===== config.mk =====
export PLATFORM = sky130hd
export DESIGN_NAME = mem_arbiter_flat
export DESIGN_NICKNAME = d
export VERILOG_FILES = /design/src/rtl/mem_arbiter_if.sv /design/src/rtl/mem_arbiter.sv /design/src/flat_wrapper.sv
export SDC_FILE = /design/constraint.sdc
export NUM_CORES = 1
export LEC_CHECK = 0
export CORE_MARGIN = 4
export CORE_UTILIZATION = 25
export CTS_CLUSTER_DIAMETER = 50
export CTS_CLUSTER_SIZE = 24
export DETAILED_ROUTE_END_ITERATION = 6
export GPL_TIMING_DRIVEN = 1
export HOLD_SLACK_MARGIN = 0.15
export PLACE_DENSITY = 0.52
export SLEW_MARGIN = 20
export SYNTH_ARGS = -nofsm -noshare
export SYNTH_HDL_FRONTEND = slang
export SYNTH_SLANG_ARGS = --single-unit

===== constraint.sdc =====
create_clock -name clk -period 2.6 [get_ports clk]
set_clock_uncertainty 0.15 [all_clocks]
set_input_delay 0.52 -clock clk [delete_from_list [all_inputs] [get_ports clk]]
set_output_delay 0.52 -clock clk [all_outputs]
set_load 0.02 [all_outputs]

===== src/rtl/mem_arbiter_if.sv =====
// Requester-side memory port: request fields with a same-cycle grant, then a
// one-cycle completion pulse carrying error flag and read data.
interface mem_arbiter_if;
  logic        req;
  logic        gnt;
  logic [31:0] addr;
  logic        we;
  logic [3:0]  be;
  logic [31:0] wdata;
  logic        rvalid;
  logic        err;
  logic [31:0] rdata;

  modport master (
    output req, addr, we, be, wdata,
    input  gnt, rvalid, err, rdata
  );

  modport slave (
    input  req, addr, we, be, wdata,
    output gnt, rvalid, err, rdata
  );
endinterface


===== src/rtl/mem_arbiter.sv =====
// Round-robin arbiter for instr/data onto one downstream port, one transaction outstanding;
// grant is combinational in IDLE, completion pulse one cycle after response or timeout.
module mem_arbiter #(
  parameter int unsigned TIMEOUT_CYCLES = 64
) (
  input  logic         clk,
  input  logic         rst,
  mem_arbiter_if.slave instr_if,
  mem_arbiter_if.slave data_if,
  output logic         mem_req_o,
  output logic [31:0]  mem_addr_o,
  output logic         mem_we_o,
  output logic [3:0]   mem_be_o,
  output logic [31:0]  mem_wdata_o,
  input  logic         mem_rvalid_i,
  input  logic         mem_err_i,
  input  logic [31:0]  mem_rdata_i
);

  localparam int unsigned CW = $clog2(TIMEOUT_CYCLES + 1);
  localparam logic [CW-1:0] TMO_LAST = CW'(TIMEOUT_CYCLES - 1);

  typedef enum logic {IDLE, BUSY} state_t;

  state_t        state_q;
  logic          last_q;   // 1: data was granted most recently
  logic          owner_q;  // 0: instr, 1: data
  logic [CW-1:0] cnt_q;
  logic [31:0]   addr_q;
  logic          we_q;
  logic [3:0]    be_q;
  logic [31:0]   wdata_q;
  logic [1:0]    rvalid_q;
  logic [1:0]    err_q;
  logic [31:0]   rdata_q [2];

  logic          sel_d;
  logic          gnt_any;
  logic          resp;
  logic          tmo;
  logic [31:0]   addr_d;
  logic          we_d;
  logic [3:0]    be_d;
  logic [31:0]   wdata_d;

  // On a tie, pick the requester that did not win last time.
  assign sel_d   = (instr_if.req && data_if.req) ? ~last_q : data_if.req;
  assign gnt_any = (state_q == IDLE) && (instr_if.req || data_if.req);

  assign instr_if.gnt = gnt_any && !sel_d;
  assign data_if.gnt  = gnt_any &&  sel_d;

  assign addr_d  = sel_d ? data_if.addr  : instr_if.addr;
  assign we_d    = sel_d ? data_if.we    : instr_if.we;
  assign be_d    = sel_d ? data_if.be    : instr_if.be;
  assign wdata_d = sel_d ? data_if.wdata : instr_if.wdata;

  assign resp = mem_rvalid_i || mem_err_i;
  assign tmo  = (cnt_q == TMO_LAST);

  always_ff @(posedge clk or negedge rst) begin
    if (!rst) begin
      state_q    <= IDLE;
      last_q     <= 1'b1;
      owner_q    <= 1'b0;
      cnt_q      <= '0;
      addr_q     <= '0;
      we_q       <= 1'b0;
      be_q       <= '0;
      wdata_q    <= '0;
      rvalid_q   <= '0;
      err_q      <= '0;
      rdata_q[0] <= '0;
      rdata_q[1] <= '0;
    end else begin
      rvalid_q   <= '0;
      err_q      <= '0;
      rdata_q[0] <= '0;
      rdata_q[1] <= '0;
      case (state_q)
        IDLE: begin
          if (gnt_any) begin
            state_q <= BUSY;
            owner_q <= sel_d;
            last_q  <= sel_d;
            cnt_q   <= '0;
            addr_q  <= addr_d;
            we_q    <= we_d;
            be_q    <= be_d;
            wdata_q <= wdata_d;
          end
        end
        BUSY: begin
          if (resp || tmo) begin
            // Captured fields are cleared so the downstream bus reads 0 while idle.
            state_q           <= IDLE;
            cnt_q             <= '0;
            addr_q            <= '0;
            we_q              <= 1'b0;
            be_q              <= '0;
            wdata_q           <= '0;
            rvalid_q[owner_q] <= 1'b1;
            err_q[owner_q]    <= resp ? mem_err_i : 1'b1;
            rdata_q[owner_q]  <= resp ? mem_rdata_i : 32'h0;
          end else begin
            cnt_q <= cnt_q + 1'b1;
          end
        end
        default: state_q <= IDLE;
      endcase
    end
  end

  assign mem_req_o   = (state_q == BUSY);
  assign mem_addr_o  = addr_q;
  assign mem_we_o    = we_q;
  assign mem_be_o    = be_q;
  assign mem_wdata_o = wdata_q;

  assign instr_if.rvalid = rvalid_q[0];
  assign instr_if.err    = err_q[0];
  assign instr_if.rdata  = rdata_q[0];
  assign data_if.rvalid  = rvalid_q[1];
  assign data_if.err     = err_q[1];
  assign data_if.rdata   = rdata_q[1];

endmodule


===== src/flat_wrapper.sv =====
// flat-port wrapper written by rule: the top's interface ports become plain ports
module mem_arbiter_flat 
#(
  parameter int unsigned TIMEOUT_CYCLES = 64
)
  (clk, rst, mem_req_o, mem_addr_o, mem_we_o, mem_be_o, mem_wdata_o, mem_rvalid_i, mem_err_i, mem_rdata_i, instr_if_req, instr_if_addr, instr_if_we, instr_if_be, instr_if_wdata, instr_if_gnt, instr_if_rvalid, instr_if_err, instr_if_rdata, data_if_req, data_if_addr, data_if_we, data_if_be, data_if_wdata, data_if_gnt, data_if_rvalid, data_if_err, data_if_rdata);
  mem_arbiter_if instr_if_i ();
  mem_arbiter_if data_if_i ();
  input  logic clk;
  input  logic rst;
  output logic mem_req_o;
  output logic [31:0] mem_addr_o;
  output logic mem_we_o;
  output logic [3:0] mem_be_o;
  output logic [31:0] mem_wdata_o;
  input  logic mem_rvalid_i;
  input  logic mem_err_i;
  input  logic [31:0] mem_rdata_i;
  input wire logic [$bits(instr_if_i.req)-1:0] instr_if_req;
  input wire logic [$bits(instr_if_i.addr)-1:0] instr_if_addr;
  input wire logic [$bits(instr_if_i.we)-1:0] instr_if_we;
  input wire logic [$bits(instr_if_i.be)-1:0] instr_if_be;
  input wire logic [$bits(instr_if_i.wdata)-1:0] instr_if_wdata;
  output wire logic [$bits(instr_if_i.gnt)-1:0] instr_if_gnt;
  output wire logic [$bits(instr_if_i.rvalid)-1:0] instr_if_rvalid;
  output wire logic [$bits(instr_if_i.err)-1:0] instr_if_err;
  output wire logic [$bits(instr_if_i.rdata)-1:0] instr_if_rdata;
  input wire logic [$bits(data_if_i.req)-1:0] data_if_req;
  input wire logic [$bits(data_if_i.addr)-1:0] data_if_addr;
  input wire logic [$bits(data_if_i.we)-1:0] data_if_we;
  input wire logic [$bits(data_if_i.be)-1:0] data_if_be;
  input wire logic [$bits(data_if_i.wdata)-1:0] data_if_wdata;
  output wire logic [$bits(data_if_i.gnt)-1:0] data_if_gnt;
  output wire logic [$bits(data_if_i.rvalid)-1:0] data_if_rvalid;
  output wire logic [$bits(data_if_i.err)-1:0] data_if_err;
  output wire logic [$bits(data_if_i.rdata)-1:0] data_if_rdata;
  assign instr_if_i.req = instr_if_req;
  assign instr_if_i.addr = instr_if_addr;
  assign instr_if_i.we = instr_if_we;
  assign instr_if_i.be = instr_if_be;
  assign instr_if_i.wdata = instr_if_wdata;
  assign instr_if_gnt = instr_if_i.gnt;
  assign instr_if_rvalid = instr_if_i.rvalid;
  assign instr_if_err = instr_if_i.err;
  assign instr_if_rdata = instr_if_i.rdata;
  assign data_if_i.req = data_if_req;
  assign data_if_i.addr = data_if_addr;
  assign data_if_i.we = data_if_we;
  assign data_if_i.be = data_if_be;
  assign data_if_i.wdata = data_if_wdata;
  assign data_if_gnt = data_if_i.gnt;
  assign data_if_rvalid = data_if_i.rvalid;
  assign data_if_err = data_if_i.err;
  assign data_if_rdata = data_if_i.rdata;
  mem_arbiter #(.TIMEOUT_CYCLES(TIMEOUT_CYCLES)) u_core (.clk(clk), .rst(rst), .instr_if(instr_if_i), .data_if(data_if_i), .mem_req_o(mem_req_o), .mem_addr_o(mem_addr_o), .mem_we_o(mem_we_o), .mem_be_o(mem_be_o), .mem_wdata_o(mem_wdata_o), .mem_rvalid_i(mem_rvalid_i), .mem_err_i(mem_err_i), .mem_rdata_i(mem_rdata_i));
endmodule

# Yosys cells after proc, flatten, opt, wreduce, memory -nomap -nowiden
# Index checks and enable logic that the tools add are counted.
dict set report word_totals {
  reg_bits 147
  in_bits 176
  word_cells 71
}
dict set report op_classes {
  order_cmp 4
  eq_ne 3
  bitwise_logic 5
  n_mux 34
  add_sub_neg 1
  reduce_logical 12
}
# op count
set op_table {}
lappend op_table {{two-way mux 32 bit} 7}
lappend op_table {{two-way mux 64 bit} 2}
lappend op_table {{one-hot mux 32 bit (2 select lines)} 2}
lappend op_table {{AND 64 bit} 1}
lappend op_table {{demux 32 bit (select 1 bit)} 1}
lappend op_table {{two-way mux 7 bit} 2}
lappend op_table {{one-hot mux 7 bit (2 select lines)} 1}
lappend op_table {{two-way mux 4 bit} 3}
lappend op_table {{two-way mux 1 bit} 8}
lappend op_table {{two-way mux 2 bit} 4}
lappend op_table {{one-hot mux 4 bit (2 select lines)} 1}
lappend op_table {{adder 7 x 1 -> 7 bit, second input constant} 1}
lappend op_table {{equality test 7 x 6 -> 1 bit, second input constant} 1}
lappend op_table {{logical AND 1 bit} 6}
lappend op_table {{one-hot mux 1 bit (2 select lines)} 2}
lappend op_table {{AND reduction 2 bit} 2}
lappend op_table {{logical OR 1 bit} 3}
lappend op_table {{AND 2 bit} 1}
lappend op_table {{>= comparator 2 bit, second input constant} 1}
lappend op_table {{less-than comparator 1 x 2 -> 1 bit, second input constant} 1}
lappend op_table {{less-than comparator 2 x 1 -> 1 bit, second input constant} 1}
lappend op_table {{!= test 2 x 1 -> 1 bit, second input constant} 1}
lappend op_table {{!= test 2 bit, second input constant} 1}
lappend op_table {{inverter 1 bit} 2}
lappend op_table {{4 further kinds} 4}

# Longest topological paths before layout
dict set report logic_depth {
  depth_word 8
  mapped_depth 7
  mapped_depth_nobuf 5
}

# Least setup slack after synthesis
# OpenSTA, ideal clock, no wires.
dict set report synth_timing {
  kind {register to output}
  startpoint {reg u_core.last_q}
  endpoint {out instr_if_gnt}
  setup_slack_ps 494
  required_ps 1930
  path_stages_with_launch 5
  arrival_ps 1436
  cell_sequence {dfstp_2 > inv_1 > a21boi_1 > buf_2 > nor2b_1}
}
dict set report synth_via {
  elab_chain_len 4
}
# item line
set synth_lines {}
lappend synth_lines {{start: declaration} mem_arbiter.sv:26} ;# logic last_q;
lappend synth_lines {{start signal: assignment} mem_arbiter.sv:85} ;# last_q <= sel_d;
lappend synth_lines {{inverter 1 bit} mem_arbiter.sv:47} ;# assign sel_d = (instr_if.req && data_if.req) ? ~last_q : data_if.req;
lappend synth_lines {{two-way mux 1 bit} mem_arbiter.sv:47}
lappend synth_lines {{zero test 1 bit} mem_arbiter.sv:50} ;# assign instr_if.gnt = gnt_any && !sel_d;
lappend synth_lines {{logical AND 1 bit} mem_arbiter.sv:50}
lappend synth_lines {{end: declaration} flat_wrapper.sv:24} ;# output wire logic [$bits(instr_if_i.gnt)-1:0] instr_if_gnt;
# Every way passes these cells.

# Final worst setup path
# Same ends and word-level chain as after synthesis.

==> results.txt <==
Synth cell types: 35
adder-cell share of the synthesized area: 0.00203
die span in x: 165 um
Hold Path Class: register to register
layout cells sized above 1: 0.0822
WL final: 22,500 um
DRT iter0 DRCs: 595
gr ovfl total: 0
power per cell area: 793 nW/um2
sequential fraction of the synthesis area: 0.597
Synth top area share: 0.593
# nets final: 1,016
worst vdd ir: 422 uV
root buffer cell: clkbuf_16
top-count cell post-synth: dfrtp_1
Netlist Area Pre-Place: 6160 um2
dominant synthesized flop cell: dfrtp_1
XOR/XNOR Fraction of Synth Area: 0.00284
Vias/cell: 4.80
post-layout minimum cycle time: 2390 ps
worst path required time: 1930 ps
Num CTS Buffers: 17
Area contributors post-synth: dfrtp_1 59%, a222oi_1 11%, and2_1 6.7%
Reg2Reg Depth: 6
row cnt: 57
hpwl dp: 15,500 um
GP Congestion: 0.737
Post-CTS Setup Inserts: 0
Core ar.: 24,300 um2
WL per Instance: 19.1 um
initial antenna violation count: 0
largest net degree at the start of global routing: 68
Boundary Pins: 316
relative slew slack: 0.561
status: finished, final reports clean
syn avg cell area: 11.7 um2
CTS tree: built
setup slack, reg-to-reg: 440 ps
Post-Syn Nets: 703
HP Start: u_core.cnt_q[6]$_DFFE_PN0P_
Max-Cap Viols: 0
first-pass GRT wire length: 33,300 um
DRC errors left: 0
gr usage total: 0.158
final-report hold violation count: 0
worst-path fanout max: 3
area delta synth->final: 67.4%
RSZ-0062 raised after global routing: false
Simple-Gate Fraction of Synth Area: 0.151
achievable frequency: 419 MHz
WP data arrival: 1720 ps
post-route setup TNS: 0 ps
vias in the first global route: 5,668
Hold Worst Slack: 371 ps
CP endpoint kind: output pin
Routed Antenna Nets: 0
Worst Tran Pin Value: 658 ps
Initial Util: 0.253
worst hold path depth: 1
largest family of logic cells by synthesized area: compound AO/OA/AOI/OAI gates
synth warn: 0
Max Slew Vio Count: 0
Setup CP Type: register to output pin
Clock Tree Buf Depth: 2
worst r2r src: u_core.cnt_q[0]$_DFFE_PN0P_
Initial DRT Pass Iterations: 7
Final setup violation count: 0
EDFF count, synth: 0
fill count: 2,346
post-synthesis register bit count: 147
largest area contributor in the netlist: dfrtp_1
r2r endpoint: u_core.mem_addr_o[7]$_DFFE_PN0P_
die height: 165 um
CP Launch Type: register
fraction of registers with async set/reset: 1.00
post-synthesis mux area share: 0
H-tree depth: 4
fin crit share: 0.919
Die Area: 27,200 um2
Worst Hold End: u_core.cnt_q[6]$_DFFE_PN0P_
Clock Pin Slew Worst Setup and Hold Paths: 70 ps
TritonCTS Sinks: 147
Leak: 4.26 nW
Compound-Gate Fraction of Synth Area: 0.184
Synth top cells by count: 146 x dfrtp_1, 73 x nand3_1, 72 x o21ai_1, 69 x a222oi_1, 66 x and2_1
Vias: 5,649
Port Buffer Count: 315
Antenna diodes: 0
Synth Instances: 526
Worst-Skew Late Latency: 420 ps
[sequential cells by signal, indices dropped and copies added, names as in the netlist, 2 cells and up]
name and cells:
u_core.mem_wdata_o 32, u_core.instr_if.rdata 32, u_core.cnt_q 7, u_core.err_q 2, u_core.data_if.rdata 32, u_core.mem_be_o 4, u_core.mem_addr_o 32, u_core.rvalid_q 2
[per-stage QoR]
step | worst slack [ps] | util | total power [W] | instance area (um2) | std cells
CTS | 165 | 0.424 | 0.00833 | 10300 | 1176
detailed placement | -94.3 | 0.399 | 0.00571 | 9690 | 1143
global route | 92.4 | 0.424 | 0.00863 | 10300 | 1176
finish | 211 | 0.424 | 0.00818 | 10300 | 1176
floorplan | 494 | - | 0.00426 | 6160 | 526
global placement | -72.3 | 0.399 | 0.00571 | 9690 | 1143
[per-layer routing]
| layer | vias to the layer above | global-route usage | routed length (um) |
|---|---|---|---|
| li1 | 2635 | - | - |
| met1 | 2722 | 0.202 | 9220 |
| met2 | 277 | 0.231 | 9910 |
| met3 | 15 | 0.0923 | 3090 |
| met4 | 0 | 0.0359 | 259 |
| met5 | - | 0 | 0 |
[area by class of cell]
class	count	area, um2	share of cell area
flip-flops and latches	147	3680	0.357
repair buffers	347	3490	0.339
multi-input cells	324	2110	0.205
clock buffers	17	425	0.0412
well taps	324	405	0.0393
clock inverters	15	191	0.0186
inverters	2	7.51	0.000728
[report_power, final]
part / internal, W / total (W) / switching [W]
Sequential: 0.00269 / 0.00294 / 0.000252
Clock: 0.00139 / 0.00255 / 0.00116
Combinational: 0.00131 / 0.00269 / 0.00138
Total: 0.00538 / 0.00818 / 0.00280
[critical path: stages, from the launching register on]
cell and delay, ps:
dfstp_2 550, inv_1 70, a21boi_4 150, nor2b_1 180, dlygate4sd2_1 360
[worst max path at each step]
stage,to,cells past startpoint,slack [ps],start
2_1_floorplan,instr_if_gnt,4,490,u_core.last_q$_DFFE_PN1P_
3_3_place_gp,instr_if_gnt,4,-70,instr_if_req
3_5_place_dp,instr_if_gnt,4,-90,instr_if_req
4_1_cts,instr_if_gnt,4,160,u_core.last_q$_DFFE_PN1P_
5_1_grt,instr_if_gnt,4,90,instr_if_req
6_report,instr_if_gnt,4,210,u_core.last_q$_DFFE_PN1P_
[kinds of logic (layout without fill, tap and decap cells)]
| kind of cell | count (synthesis) | count (layout) |
|---|---|---|
| XOR/XNOR | 2 | 2 |
| AND/OR/NAND/NOR | 168 | 168 |
| buffers and inverters | 55 | 381 |
| adder cells (fa/ha/maj) | 1 | 1 |
| AO/OA/AOI/OAI | 153 | 153 |
| flip-flops | 147 | 147 |
[repair_timing]
item	in CTS	in global routing
gates resized for setup	2	0
endpoints found under the setup margin	2	0
hold buffers	1	0
endpoints found under the hold margin	43	0
[cell usage in the layout (no fill, tap or decap), drive strengths merged, types with 2 or more instances in the layout]
master and n:
nor2 8, nand2 9, inv 9, o22a 2, clkdlybuf4s50 312, a21oi 4, nor2b 2, clkinv 6
a22o 2, and2 66, a222oi 69, dfrtp 146, clkbuf 17, o21ai 72, dlygate4sd2 2, nand3 73
or3 2, buf 32, nor3 3
No activity file was read; power rests on OpenSTA's default activity.
